<file path="config.mk">
export PLATFORM = sky130hd
export DESIGN_NAME = alu_multicycle
export DESIGN_NICKNAME = d
export VERILOG_FILES = /design/src/rtl/alu_multicycle_pkg.sv /design/src/rtl/alu_multicycle_iter.sv /design/src/rtl/alu_multicycle.sv
export SDC_FILE = /design/constraint.sdc
export NUM_CORES = 1
export LEC_CHECK = 0
export CAP_MARGIN = 10
export CORE_AREA = 2 2 182 201
export DETAILED_ROUTE_END_ITERATION = 8
export DIE_AREA = 0 0 184 203
export HOLD_SLACK_MARGIN = 0.03
export PLACE_DENSITY = 0.83
export SLEW_MARGIN = 0
export SYNTH_ARGS = -nofsm -noshare
export SYNTH_HDL_FRONTEND = slang
export SYNTH_SLANG_ARGS = --single-unit
</file>
<file path="constraint.sdc">
create_clock -name clk -period 4.85 [get_ports clk]
set_input_delay 0.7275 -clock clk [delete_from_list [all_inputs] [get_ports clk]]
set_output_delay 0.7275 -clock clk [all_outputs]
set_load 0.02 [all_outputs]
</file>
<file path="src/rtl/alu_multicycle_pkg.sv">
// rtl/alu_multicycle_pkg.sv - op codes, FSM states and flag bit positions for alu_multicycle
package alu_multicycle_pkg;

    localparam logic [3:0] OP_ADD = 4'd0;
    localparam logic [3:0] OP_SUB = 4'd1;
    localparam logic [3:0] OP_AND = 4'd2;
    localparam logic [3:0] OP_OR  = 4'd3;
    localparam logic [3:0] OP_XOR = 4'd4;
    localparam logic [3:0] OP_SHL = 4'd5;
    localparam logic [3:0] OP_SHR = 4'd6;
    localparam logic [3:0] OP_SAR = 4'd7;
    localparam logic [3:0] OP_MUL = 4'd8;
    localparam logic [3:0] OP_DIV = 4'd9;

    typedef enum logic [1:0] {
        IDLE = 2'd0,
        BUSY = 2'd1,
        DONE = 2'd2
    } state_t;

    // fout = {ill, dz, n, z, c, v}
    localparam int F_V   = 0;
    localparam int F_C   = 1;
    localparam int F_Z   = 2;
    localparam int F_N   = 3;
    localparam int F_DZ  = 4;
    localparam int F_ILL = 5;

endpackage

</file>
<file path="src/rtl/alu_multicycle_iter.sv">
// rtl/alu_multicycle_iter.sv - iterative shift-add multiply / restoring divide, one bit per step
// Divide path present only when ALU_MULTICYCLE_DIV_EN is defined.
module alu_multicycle_iter
    import alu_multicycle_pkg::*;
#(
    parameter int WIDTH = 32
) (
    input  logic             clk,
    input  logic             rst,
    input  logic             start,
    input  logic             is_div,
    input  logic             step,
    input  logic [WIDTH-1:0] a,
    input  logic [WIDTH-1:0] b,
    output logic             last,
    output logic [WIDTH-1:0] res_lo,
    output logic [WIDTH-1:0] res_hi
);

    localparam int SW = $clog2(WIDTH);

    logic [WIDTH-1:0] hi;
    logic [WIDTH-1:0] lo;
    logic [WIDTH-1:0] bop;
    logic [SW-1:0]    cnt;
    logic [WIDTH+1:0] add_x;
    logic [WIDTH+1:0] add_y;
    logic [WIDTH+1:0] add_s;
    logic             add_cin;
    logic [WIDTH-1:0] hi_nx;
    logic [WIDTH-1:0] lo_nx;

`ifdef ALU_MULTICYCLE_DIV_EN
    logic div_mode;
`else
    logic unused_div;
    logic unused_msb;
    assign unused_div = is_div;
    assign unused_msb = add_s[WIDTH+1];
`endif

    // One shared adder: hi + (b & lo[0]) for multiply, {hi,lo_msb} - b for divide.
    always_comb begin
        add_x   = {2'b00, hi};
        add_y   = {2'b00, bop & {WIDTH{lo[0]}}};
        add_cin = 1'b0;
`ifdef ALU_MULTICYCLE_DIV_EN
        if (div_mode) begin
            add_x   = {1'b0, hi, lo[WIDTH-1]};
            add_y   = ~{2'b00, bop};
            add_cin = 1'b1;
        end
`endif
        add_s = add_x + add_y + {{(WIDTH+1){1'b0}}, add_cin};
        hi_nx = add_s[WIDTH:1];
        lo_nx = {add_s[0], lo[WIDTH-1:1]};
`ifdef ALU_MULTICYCLE_DIV_EN
        if (div_mode) begin
            hi_nx = add_s[WIDTH+1] ? {hi[WIDTH-2:0], lo[WIDTH-1]} : add_s[WIDTH-1:0];
            lo_nx = {lo[WIDTH-2:0], ~add_s[WIDTH+1]};
        end
`endif
    end

    assign last   = (cnt == SW'(WIDTH - 1));
    assign res_lo = lo_nx;
    assign res_hi = hi_nx;

    always_ff @(posedge clk) begin
        if (rst) begin
            hi  <= '0;
            lo  <= '0;
            bop <= '0;
            cnt <= '0;
`ifdef ALU_MULTICYCLE_DIV_EN
            div_mode <= 1'b0;
`endif
        end else if (start) begin
            hi  <= '0;
            lo  <= a;
            bop <= b;
            cnt <= '0;
`ifdef ALU_MULTICYCLE_DIV_EN
            div_mode <= is_div;
`endif
        end else if (step) begin
            hi  <= hi_nx;
            lo  <= lo_nx;
            cnt <= cnt + SW'(1);
        end
    end

endmodule

</file>
<file path="src/rtl/alu_multicycle.sv">
// rtl/alu_multicycle.sv - valid/ready ALU: single-cycle logic/arith/shift, iterative MUL and DIV
// Define ALU_MULTICYCLE_DIV_EN to build the divider; otherwise DIV decodes as illegal.
module alu_multicycle
    import alu_multicycle_pkg::*;
#(
    parameter int WIDTH = 32
) (
    input  logic             clk,
    input  logic             rst,
    input  logic             in_valid,
    output logic             in_ready,
    input  logic [3:0]       op,
    input  logic [WIDTH-1:0] a,
    input  logic [WIDTH-1:0] b,
    output logic             out_valid,
    input  logic             out_ready,
    output logic [WIDTH-1:0] q0,
    output logic [WIDTH-1:0] q1,
    output logic [5:0]       fout
);

    localparam int SW = $clog2(WIDTH);

    state_t           state;
    logic             op_mul;
    logic             accept;
    logic             is_iter;
    logic             known;
    logic [WIDTH-1:0] sc_q0;
    logic [WIDTH-1:0] sc_q1;
    logic [5:0]       sc_flags;
    logic [WIDTH:0]   sum;
    logic [WIDTH:0]   sh_w;
    logic [SW-1:0]    sh;
    logic             iter_last;
    logic [WIDTH-1:0] res_lo;
    logic [WIDTH-1:0] res_hi;
    logic [5:0]       it_flags;

    assign in_ready  = (state == IDLE) || (state == DONE && out_ready);
    assign out_valid = (state == DONE);
    assign accept    = in_valid && in_ready;
    assign sh        = b[SW-1:0];

    // Shifts run one bit wider so the last bit shifted out lands in the spare bit.
    always_comb begin
        sc_q0    = '0;
        sc_q1    = '0;
        sc_flags = '0;
        sum      = '0;
        sh_w     = '0;
        is_iter  = 1'b0;
        known    = 1'b1;
        case (op)
            OP_ADD: begin
                sum = {1'b0, a} + {1'b0, b};
                sc_q0 = sum[WIDTH-1:0];
                sc_flags[F_C] = sum[WIDTH];
                sc_flags[F_V] = (a[WIDTH-1] == b[WIDTH-1]) && (sum[WIDTH-1] != a[WIDTH-1]);
            end
            OP_SUB: begin
                sum = {1'b0, a} + {1'b0, ~b} + {{WIDTH{1'b0}}, 1'b1};
                sc_q0 = sum[WIDTH-1:0];
                sc_flags[F_C] = sum[WIDTH];
                sc_flags[F_V] = (a[WIDTH-1] != b[WIDTH-1]) && (sum[WIDTH-1] != a[WIDTH-1]);
            end
            OP_AND: sc_q0 = a & b;
            OP_OR:  sc_q0 = a | b;
            OP_XOR: sc_q0 = a ^ b;
            OP_SHL: begin
                sh_w = {1'b0, a} << sh;
                sc_q0 = sh_w[WIDTH-1:0];
                sc_flags[F_C] = sh_w[WIDTH];
            end
            OP_SHR: begin
                sh_w = {a, 1'b0} >> sh;
                sc_q0 = sh_w[WIDTH:1];
                sc_flags[F_C] = sh_w[0];
            end
            OP_SAR: begin
                sh_w = $signed({a, 1'b0}) >>> sh;
                sc_q0 = sh_w[WIDTH:1];
                sc_flags[F_C] = sh_w[0];
            end
            OP_MUL: is_iter = 1'b1;
`ifdef ALU_MULTICYCLE_DIV_EN
            OP_DIV: begin
                if (b == '0) begin
                    sc_q0 = '1;
                    sc_q1 = a;
                    sc_flags[F_DZ] = 1'b1;
                end else begin
                    is_iter = 1'b1;
                end
            end
`endif
            default: begin
                known = 1'b0;
                sc_flags[F_ILL] = 1'b1;
            end
        endcase
        if (known) begin
            sc_flags[F_N] = sc_q0[WIDTH-1];
            sc_flags[F_Z] = (sc_q0 == '0);
        end
    end

    alu_multicycle_iter #(.WIDTH(WIDTH)) u_iter (
        .clk    (clk),
        .rst    (rst),
        .start  (accept && is_iter),
        .is_div (op == OP_DIV),
        .step   (state == BUSY),
        .a      (a),
        .b      (b),
        .last   (iter_last),
        .res_lo (res_lo),
        .res_hi (res_hi)
    );

    always_comb begin
        it_flags = '0;
        if (op_mul) begin
            it_flags[F_N] = res_hi[WIDTH-1];
            it_flags[F_Z] = (res_hi == '0) && (res_lo == '0);
            it_flags[F_C] = |res_hi;
            it_flags[F_V] = |res_hi;
        end else begin
            it_flags[F_N] = res_lo[WIDTH-1];
            it_flags[F_Z] = (res_lo == '0);
        end
    end

    always_ff @(posedge clk) begin
        if (rst) begin
            state  <= IDLE;
            q0     <= '0;
            q1     <= '0;
            fout   <= '0;
            op_mul <= 1'b0;
        end else begin
            case (state)
                IDLE, DONE: begin
                    if (accept) begin
                        op_mul <= (op == OP_MUL);
                        if (is_iter) begin
                            state <= BUSY;
                        end else begin
                            state <= DONE;
                            q0    <= sc_q0;
                            q1    <= sc_q1;
                            fout  <= sc_flags;
                        end
                    end else if (state == DONE && out_ready) begin
                        state <= IDLE;
                    end
                end
                BUSY: begin
                    if (iter_last) begin
                        state <= DONE;
                        q0    <= res_lo;
                        q1    <= res_hi;
                        fout  <= it_flags;
                    end
                end
                default: state <= IDLE;
            endcase
        end
    end

endmodule

</file>
# Word level (Yosys, flattened, before mapping)
# Cells that the tools add are included.
[word_totals]
inputBits = 72
regBits = 174
[op_classes]
bitwise = 5
n_reduce_logical = 21
eq_ne = 19
addsub = 5
n_shift = 3
n_mux = 28
[op_table]
columns = ["op", "count"]
rows = [
  ["two-way mux 32 bit", 8],
  ["one-hot mux 32 bit (8 select lines)", 1],
  ["one-hot mux 32 bit (2 select lines)", 2],
  ["adder 32 x 32 -> 33 bit", 3],
  ["logical NOT 32 bit", 3],
  ["bitwise AND 32 bit", 2],
  ["adder 33 x 1 -> 33 bit, second input constant", 1],
  ["left shift 32 x 5 -> 33 bit", 1],
  [">> shifter 33 x 5 -> 33 bit", 1],
  [">>> shifter 33 x 5 -> 33 bit", 1],
  ["inverter 32 bit", 1],
  ["OR 32 bit", 1],
  ["OR reduction 32 bit", 1],
  ["XOR 32 bit", 1],
  ["two-way mux 6 bit", 3],
  ["equality test 4 x 3 -> 1 bit, second input constant", 4],
  ["two-way mux 2 bit", 7],
  ["one-hot mux 6 bit (2 select lines)", 1],
  ["OR reduction 9 bit", 1],
  ["equality test 4 x 2 -> 1 bit, second input constant", 2],
  ["logical AND 1 bit", 6],
  ["!= test 2 bit, second input constant", 3],
  ["adder 5 x 1 -> 5 bit, second input constant", 1],
  ["equality test 5 bit, second input constant", 1],
  ["18 further kinds", 25],
]

# Depth between registers and ports, before layout
# Gate-level depths: netlist of the first run.
[depth]
word_depth = 9
depth_mapped = 19
ltp_nobuf = 15

# Cells and area by module
# From an unflattened synthesis of the first run, not the netlist that was laid out.
[hier_totals]
hier_cells = 2456
area_unflattened_um2 = 18796.8
[modules_own_cells]
columns = ["mod", "area_each_um2", "n_inst", "cells_per_inst"]
rows = [
  ["alu_multicycle", 12695.9, 1, 1737],
  ["alu_multicycle_iter", 6100.9, 1, 719],
]

# Least setup slack after synthesis of the first run
# Ideal clock, no wire load.
[synth_timing]
kind = "in2reg"
start = "input port b[2]"
end = "register fout[2]"
t_required_ns = 4.793
setup_ns = 0.057
path_stages = 19
arrival_time_ns = 4.947
slack_ns = -0.154
n_path_buf = 6
cell_sequence = "buf_2 -> buf_2 -> inv_1 -> clkbuf_1 -> clkbuf_1 -> buf_1 -> ha_1 -> buf_2 -> o211ai_1 -> o21a_1 -> or4_1 -> a2111oi_1 -> or3_1 -> a21oi_1 -> a221oi_1 -> o21ai_0 -> a2111oi_0 -> and4b_1 -> a21bo_1"
[synth_via]
elab_chain_cells = 9
word_cells_on_any_way = 16
cone_classes = "3 x add/sub; 3 x shift; 5 x mux; 4 x bitwise; 1 x reduce/logical"
[synth_lines]
columns = ["item", "line_no", "source"]
rows = [
  ["start: declaration", "alu_multicycle.sv:14", "input logic [WIDTH-1:0] b,"],
  ["inverter 32 bit", "alu_multicycle.sv:62", "sum = {1'b0, a} + {1'b0, ~b} + {{WIDTH{1'b0}}, 1'b1};"],
  ["adder 32 x 32 -> 33 bit", "alu_multicycle.sv:62", ""],
  ["adder 33 x 1 -> 33 bit", "alu_multicycle.sv:62", ""],
  ["one-hot mux 32 bit (8 select lines) *", "alu_multicycle.sv:54", "case (op)"],
  ["logical NOT 32 bit *", "alu_multicycle.sv:104", "sc_flags[F_Z] = (sc_q0 == '0);"],
  ["two-way mux 2 bit *", "alu_multicycle.sv:102", "if (known) begin"],
  ["two-way mux 6 bit *", "alu_multicycle.sv:146", "if (is_iter) begin"],
  ["two-way mux 6 bit *", "alu_multicycle.sv:144", "if (accept) begin"],
  ["one-hot mux 6 bit (2 select lines) *", "alu_multicycle.sv:142", "case (state)"],
  ["end signal: assignment", "alu_multicycle.sv:152", "fout <= sc_flags;"],
  ["end signal: assignment", "alu_multicycle.sv:163", "fout <= it_flags;"],
  ["end: declaration", "alu_multicycle.sv:19", "output logic [5:0] fout"],
]
# Mark *: on every way between the ends. The rest lies on a longest branch, timed or not. The select of a mux whose other input is x is not followed.
# A chain may end at the register's enable or synchronous reset.

# Worst setup path after layout of the first run
[layout_timing]
start = "register u_iter.lo[0]"
end = "register fout[1]"
[layout_via]
elab_chain_cells = 6
[layout_lines]
columns = ["item", "line_no", "source"]
rows = [
  ["start: declaration", "alu_multicycle_iter.sv:23", "logic [WIDTH-1:0] lo;"],
  ["start signal: assignment", "alu_multicycle_iter.sv:88", "lo <= lo_nx;"],
  ["bitwise AND 32 bit", "alu_multicycle_iter.sv:45", "add_y = {2'b00, bop & {WIDTH{lo[0]}}};"],
  ["adder 32 x 32 -> 33 bit", "alu_multicycle_iter.sv:54", "add_s = add_x + add_y + {{(WIDTH+1){1'b0}}, add_cin};"],
  ["OR reduction 32 bit", "alu_multicycle.sv:126", "it_flags[F_C] = |res_hi;"],
  ["two-way mux 2 bit", "alu_multicycle.sv:123", "if (op_mul) begin"],
  ["two-way mux 6 bit", "alu_multicycle.sv:159", "if (iter_last) begin"],
  ["one-hot mux 6 bit (2 select lines)", "alu_multicycle.sv:142", ""],
]
# No other way between the ends. The select of a mux whose other input is x is not followed.

==> out/metrics.yaml, run 1 <==
setup_path:
  crit_top_cell: "o21ai_1"
  rrSetupSlack_ns: 0.14
  rr_startpoint: "u_iter.lo[0]$_SDFFE_PP0P_"
  crit_fanout: 32
  max_stage_delay_ns: 0.76
  path_buf_inv: 1
  crit_type: "reg -> reg"
  cp.required_ns: 5.19
  cp_top_family: "compound AO/OA/AOI/OAI gates"
  critPathLaunchType: "flip-flop"
  critical_path.slowest_cell: "a211oi_1"
  worstPathArrival_ns: 5.05
  crit_chain: "buf_4 -> and2_1 -> ha_1 -> o21ai_1 -> o211ai_1 -> nand4_1 -> a211oi_1 -> nor2_1 -> xnor2_1 -> nand4b_1 -> or4_4 -> o31ai_4 -> o21ai_1 -> o221a_1"
  worst_r2r_endpoint: "fout[1]$_SDFFE_PP0P_"
  endpoint_kind: "flip-flop"
  reg2reg_depth: 14
power:
  leakage_nw: 9.33
  ir_drop_v: 0.000258
  power_density_nw_per_um2: 206
  power_mw: 4.73
cts:
  clkTransAtPathRegs_ns: 0.07
  cts_root_buf: "clkbuf_16"
  cts_buffers: 17
  cts_setup_buffers: 0
  clockBufferDepth: 2
  clock_sinks: 173
  holdBufCountCts: 0
  htreeDepth: 4
  clk_latency_ns: 0.45
  cts_tree: "yes"
  post_cts_resized: 0
yosys:
  synth_xor_area_share_pct: 1.46
  synth_top_cell_area_share_pct: 18.1
  ys_top_cells_by_area: "dfxtp_1, ha_1, nand2_1"
  ys_ff_latch: 173
  synth_fa_ha_area_share_pct: 9.44
  syn_inst: 2658
  syn-cell-area_sq_um: 19200
  synthSimpleGateAreaFrac_pct: 23.1
  async_reset_ff_share_pct: 0
  synth_nets: 2873
  synth_top_family_by_area: "compound AO/OA/AOI/OAI gates"
  ys.flop_type: "dfxtp_1"
  syn_avg_cell_area_sq_um: 7.22
  synth-compound-area-share_pct: 29.8
  synth_mux_area_share_pct: 11.1
  ys_seq_area_share_pct: 18.1
  yosysUniqueCellTypes: 100
  synth-edff-count: 0
  ys_warn_count: 0
  synth_top_area_cell: "dfxtp_1"
route:
  drtPass1Iterations: 8
  antenna_left: 0
  wl_per_cell_microns: 27.5
  drt-initial-drc-count: 3348
  drt-vias-per-instance: 7.08
  totalWireLength_mm: 90.9
  drc: 1
  vias: 23400
worst_hold_path:
  hold_depth: 2
  min_from: "u_iter.bop[29]$_SDFFE_PP0P_"
  hold_class: "reg -> reg"
  worstHoldEndpoint: "u_iter.bop[29]$_SDFFE_PP0P_"
final_layout:
  post-route-util_pct: 65.3
  design_area_sq_um: 22900
  diodes: 0
  stdcell_count: 3302
  drive_above_1_share_pct: 13.8
  nNetsFinal: 3060
  synthToLayoutAreaGrowth_pct: 19.6
timing:
  fin_hold_ws_ns: 0.452
  setup_viol: 0
  fmax_mhz: 212
  worst_pin_slew_ns: 1.10
  setup_tns_ns: 0
  setup_ws_ns: 0.140
  skew_ns: 0.0152
  fin_crit_sh_pct: 97.1
  period_needed_ns: 4.71
  hold_viol: 0
  drv_slew: 0
  relSlewSlack_pct: 25.9
placed_design:
  gp_congestion: 1.12
  port_buffers: 142
  placed_cells: 3270
  hpwl_mm: 69.6
  pre_cts_ws_ns: -0.271
  placed_area_sq_um: 22300
grt:
  grt-ovfl-total: 0
  grt_max_degree: 82
  antenna_found_initial: 1
  met3_usage_pct: 9.29
  busiest_layer: "met2"
  grt_pass1_vias: 22100
  gr-usage-met2_pct: 75.0
  grt_usage_pct: 47.4
  grt_pass1_wl_mm: 134
  use_met1_pct: 57.2
die:
  rows: 72
  die_height_microns: 203
  dieArea_sq_um: 37400
  core_area_sq_um: 35100
  ios: 144
  die_w_microns: 184
  start_util_pct: 54.6
run:
  maxCapViolations: 0
outcome:
  violations: "design-rule violations"
  status: "complete, but fails checks"
synth_stat cells, drive strengths merged, types with 50 or more instances:
| library cell | count |
|---|---|
| nand2 | 379 |
| nor2 | 302 |
| a21oi | 253 |
| dfxtp | 173 |
| clkbuf | 172 |
| ha | 140 |
| inv | 115 |
| o21ai | 108 |
| mux2i | 67 |
| a211oi | 64 |
| mux4 | 57 |
| buf | 54 |
| nand3 | 52 |
| a311oi | 50 |
worst min-delay path, stage by stage (launching register included):
cell and delay, ns:
dfxtp_1 0.31, nand2_1 0.05, a21oi_1 0.05
how the worst max path moves through the flow:
stage / from / to / slack (ns) / depth (start not counted)
floorplan: b[2] / fout[2]$_SDFFE_PP0P_ / 0.04 / 19
global placement: b[4] / fout[2]$_SDFFE_PP0P_ / -0.22 / 17
detailed placement: b[4] / fout[2]$_SDFFE_PP0P_ / -0.27 / 17
CTS: u_iter.bop[0]$_SDFFE_PP0P_ / fout[1]$_SDFFE_PP0P_ / 0.17 / 15
global route: u_iter.lo[0]$_SDFFE_PP0P_ / fout[1]$_SDFFE_PP0P_ / -0.01 / 14
finish: u_iter.lo[0]$_SDFFE_PP0P_ / fout[1]$_SDFFE_PP0P_ / 0.14 / 14
area by class of cell:
type,count,area (sq um)
clock buffers,18,429
multi-input cells,2143,14500
fillers,3059,12200
inverters,116,435
repair buffers,394,3420
flip-flops and latches,173,3460
well taps,444,556
clock inverters,14,166
cells by family (layout without fill, tap and decap cells):
kind of cell,count (synthesis),count (layout)
adder cells (fa/ha/maj),143,143
buffers and inverters,342,542
XOR/XNOR,32,32
flip-flops,173,173
AO/OA/AOI/OAI,840,840
AND/OR/NAND/NOR,987,987
other,1,1
multiplexers,140,140
where the power goes:
group	switching [mW]	internal, mW	total [mW]	leakage, nW
Combinational	1.13	0.709	1.84	7.64
Clock	0.664	0.740	1.40	0.294
Sequential	0.0278	1.46	1.48	1.40
cells in the final DEF, fill, tap and decap left out, drive strengths merged, types with 12 or more instances in the layout:
master         synthesis  routed
mux4                  57      57
o21bai                12      12
nand2                379     379
dfxtp                173     173
nand3                 52      52
mux2                  16      16
xnor2                 18      18
o211ai                41      41
mux2i                 67      67
a22oi                 44      44
nor4                  31      31
a31oi                 26      26
nor2b                 21      21
clkdlybuf4s50          0     137
a221oi                13      13
a211oi                64      64
or3                   18      18
a311oi                50      50
o31ai                 23      23
nor2                 302     302
and2                  43      43
a211o                 14      14
ha                   140     140
a21o                  23      23
and3                  14      14
xor2                  14      14
o22ai                 22      22
o21a                  19      19
buf                   54     257
o21ai                108     108
inv                  115     125
a2111oi               15      15
clkbuf               172      18
a21oi                253     253
nand4                 24      24
nor3                  45      45
nand2b                16      16
layer usage:
layer / part of all wire, % / vias to the layer above
met5: 0 / -
met4: 8.7 / 0
met3: 12 / 481
met2: 44 / 1859
met1: 36 / 10900
li1: - / 10100
flip-flops by register name, summed over array words and instances, names as in the netlist:
name        cells
u_iter.bop     32
op_mul          1
u_iter.hi      32
state           2
u_iter.cnt      5
q0             32
q1             32
fout            5
u_iter.lo      32
Note: power is estimated with default switching activity, not from simulation.
==> run 2: changes to the inputs <==
--- a/config.mk
+++ b/config.mk
@@ -6,12 +6,13 @@
 export NUM_CORES = 1
 export LEC_CHECK = 0
 export CAP_MARGIN = 10
-export CORE_AREA = 2 2 182 201
+export CORE_AREA = 2 2 180 199
 export DETAILED_ROUTE_END_ITERATION = 8
-export DIE_AREA = 0 0 184 203
+export DIE_AREA = 0 0 182 201
 export HOLD_SLACK_MARGIN = 0.03
 export PLACE_DENSITY = 0.83
 export SLEW_MARGIN = 0
 export SYNTH_ARGS = -nofsm -noshare
 export SYNTH_HDL_FRONTEND = slang
+export SYNTH_HIERARCHICAL = 1
 export SYNTH_SLANG_ARGS = --single-unit
==> constraint.sdc (replaced) <==
create_clock -name clk -period 4.85 [get_ports clk]
set_input_delay 0.485 -clock clk [delete_from_list [all_inputs] [get_ports clk]]
set_output_delay 0.485 -clock clk [all_outputs]
set_load 0.02 [all_outputs]
==> run 2 against run 1 <==
- the run now ends clean
- register-to-register slack got worse by 0.12 ns
- worst hold slack worse by 0.017 ns
- highest routed layer unchanged
- clock-buffer cell count is the same
- combinational power shrank 4%
- largest cell class unchanged
- critical path type unchanged
- clock power shrank 11%
- sequential share of layout area increased by 0.27 points
- flip-flop and latch count stayed put
- worst setup slack got worse by 0.12 ns
==> out/metrics.yaml, run 2 <==
die:
  ios: 144  # unchanged
  rows: 72  # unchanged
  start_util_pct: 54.0  # -0.57 points
  dieArea_sq_um: 36600  # -2.1%
  die_w_microns: 182  # -1.1%
  core_area_sq_um: 34800  # -1.0%
  die_height_microns: 201  # -0.99%
grt:
  grt_usage_pct: 47.5  # +0.12 points
  grt_pass1_wl_mm: 131  # -2.3%
  antenna_found_initial: 2  # +1
  grt-ovfl-total: 0  # unchanged
  grt_max_degree: 108  # +32%
  grt_pass1_vias: 20800  # -5.7%
final_layout:
  final_cell_mix: "nor2_1, buf_4, a21oi_1, dfxtp_1, nand2_1"
  final_common_cell: "nor2_1"
  stdcell_count: 3135  # -5.1%
  drive_above_1_share_pct: 16.5  # +2.8 points
  synthToLayoutAreaGrowth_pct: 20.1
  nNetsFinal: 2894  # -5.4%
route:
  vias: 22100  # -5.4%
  totalWireLength_mm: 90.6  # -0.37%
  wl_per_cell_microns: 28.9  # +4.9%
  drt-vias-per-instance: 7.06  # -0.32%
  drtPass1Iterations: 9  # +1
  drc: 0  # -1
  antenna_left: 0  # unchanged
  drt-initial-drc-count: 2803  # -16%
setup_path:
  critPathLaunch: "u_iter/lo[0]$_SDFFE_PP0P_"
  worstPathArrival_ns: 5.11  # +0.06 ns
  cp.required_ns: 5.13  # -0.06 ns
  endpoint_kind: "flip-flop"
  rrSetupSlack_ns: 0.02  # -0.12 ns
  reg2reg_depth: 18  # +4
  crit_fanout: 13  # -59%
  endpoint: "fout[1]$_SDFFE_PP0P_"
  rr_startpoint: "u_iter/lo[0]$_SDFFE_PP0P_"
  crit_type: "reg -> reg"
  worst_r2r_endpoint: "fout[1]$_SDFFE_PP0P_"
  critPathLaunchType: "flip-flop"
power:
  ir_drop_v: 0.000228  # -12%
  leakage_nw: 9.42  # +0.96%
  power_mw: 4.50  # -4.7%
  power_density_nw_per_um2: 200  # -3.1%
timing:
  period_needed_ns: 4.83  # +0.119 ns
  skew_ns: 0.0108  # -0.00440 ns
  drv_slew: 0  # unchanged
  setup_viol: 0  # unchanged
  hold_viol: 0  # unchanged
  fmax_mhz: 207  # -2.5%
  fin_crit_sh_pct: 99.6  # +2.5 points
  relSlewSlack_pct: 17.0  # -8.9 points
  worst_pin_slew_ns: 1.21  # +0.110 ns
yosys:
  syn_avg_cell_area_sq_um: 7.65  # +6.0%
  syn-cell-area_sq_um: 18800  # -2.1%
  synth_nets: 2670  # -7.1%
  syn_inst: 2455  # -7.6%
  ys_warn_count: 6  # +6
cts:
  clkTransAtPathRegs_ns: 0.07  # about the same
  cts_tree: "yes"
  cts_root_buf: "clkbuf_16"
  clk_latency_ns: 0.44  # about the same
  holdBufCountCts: 0  # unchanged
  clock_sinks: 173  # unchanged
  clockBufferDepth: 2  # unchanged
  cts_buffers: 17  # unchanged
  htreeDepth: 4  # unchanged
run:
  maxCapViolations: 0  # unchanged
placed_design:
  gp_congestion: 1.11  # -0.21%
  hpwl_mm: 70.1  # +0.74%
  port_buffers: 142  # unchanged
  placed_cells: 3095  # -5.4%
outcome:
  status: "finished, final reports clean"
worst_hold_path:
  hold_class: "in -> reg"
run 2: cell count changes in the layout (fill, tap and decap cells not counted), moves of 18 or more:
| cell | before | now |
|---|---|---|
| a21oi_1 | 253 | 205 |
| nor2_1 | 302 | 333 |
| o21ai_0 | 94 | 76 |
| mux4_2 | 57 | 35 |
| mux2i_1 | 67 | 138 |
| nand2_1 | 379 | 167 |
| a311oi_1 | 50 | 8 |
run 2: timing repair:
action / CTS / global route
gates cloned: 0 / 1
endpoints found under the hold margin: 0 / 0
pin swaps: 7 / 12
buffers inserted: 3 / 5
setup endpoints to repair: 1 / 1
resized for setup: 7 / 30
run 2: cell type report:
class,instances,area [sq um]
inverter,117,442
clock buffer,18,429
clock inverter,11,88.8
sequential,173,3470
antenna,2,5.00
fill,3000,12200
timing repair buffer,413,3570
multi-input combinational,1957,14000
tap,444,556
run 2: stage by stage:
step / hold slack (ns) / setup slack, ns / TNS [ns] / area [sq um] / util (%)
global route: 0.428 / -0.0324 / -0.0324 / 22600 / 64.9
detailed placement: 0.468 / -0.344 / -0.363 / 21800 / 62.7
finish: 0.435 / 0.0207 / 0 / 22600 / 64.9
floorplan: 0.449 / 0.0934 / 0 / 18800 / -
global placement: 0.464 / -0.102 / -0.102 / 21800 / 62.7
CTS: 0.405 / 0.0652 / 0 / 22400 / 64.3
run 2: layer usage:
layer / vias to the layer above / GRT usage [%] / part of all wire (%) / routed length [microns]
met2: 1672 / 75.2 / 44 / 39700
met4: 0 / 35.4 / 9.3 / 8450
met5: - / 0 / 0 / 0
li1: 9514 / - / - / -
met3: 452 / 9.67 / 11 / 9610
met1: 10500 / 57.0 / 36 / 32800
run 2: worst min-delay path by stage:
stage | from | endpoint | slack, ns | cells after the start
2_1_floorplan | u_iter/hi[11]$_SDFFE_PP0P_ | u_iter/hi[11]$_SDFFE_PP0P_ | 0.45 | 1
3_3_place_gp | u_iter/hi[31]$_SDFFE_PP0P_ | u_iter/hi[31]$_SDFFE_PP0P_ | 0.46 | 1
3_5_place_dp | u_iter/hi[27]$_SDFFE_PP0P_ | u_iter/hi[27]$_SDFFE_PP0P_ | 0.47 | 1
4_1_cts | b[0] | u_iter/bop[0]$_SDFFE_PP0P_ | 0.40 | 3
5_1_grt | b[0] | u_iter/bop[0]$_SDFFE_PP0P_ | 0.43 | 3
6_report | b[0] | u_iter/bop[0]$_SDFFE_PP0P_ | 0.44 | 3
run 2: worst max-delay path: stages, from the launching register on:
cell	delay, ns
dfxtp_4	0.36
buf_12	0.14
and2_1	0.16
ha_1	0.38
o21a_1	0.28
o211ai_1	0.28
o211ai_2	0.21
nor4_4	0.29
or4_4	0.23
o311ai_4	0.11
a221o_2	0.45
nor4_2	0.28
nand4_1	0.31
o21ai_1	0.26
buf_4	0.17
o21ai_4	0.07
a221o_1	0.29
a221oi_2	0.26
a2111oi_2	0.12
run 2: power by group:
group,total [mW],leakage [nW],internal [mW],switching (mW)
Combinational,1.77,7.77,0.675,1.10
Sequential,1.48,1.40,1.45,0.0281
Clock,1.25,0.251,0.654,0.592
Total,4.50,9.42,2.78,1.72
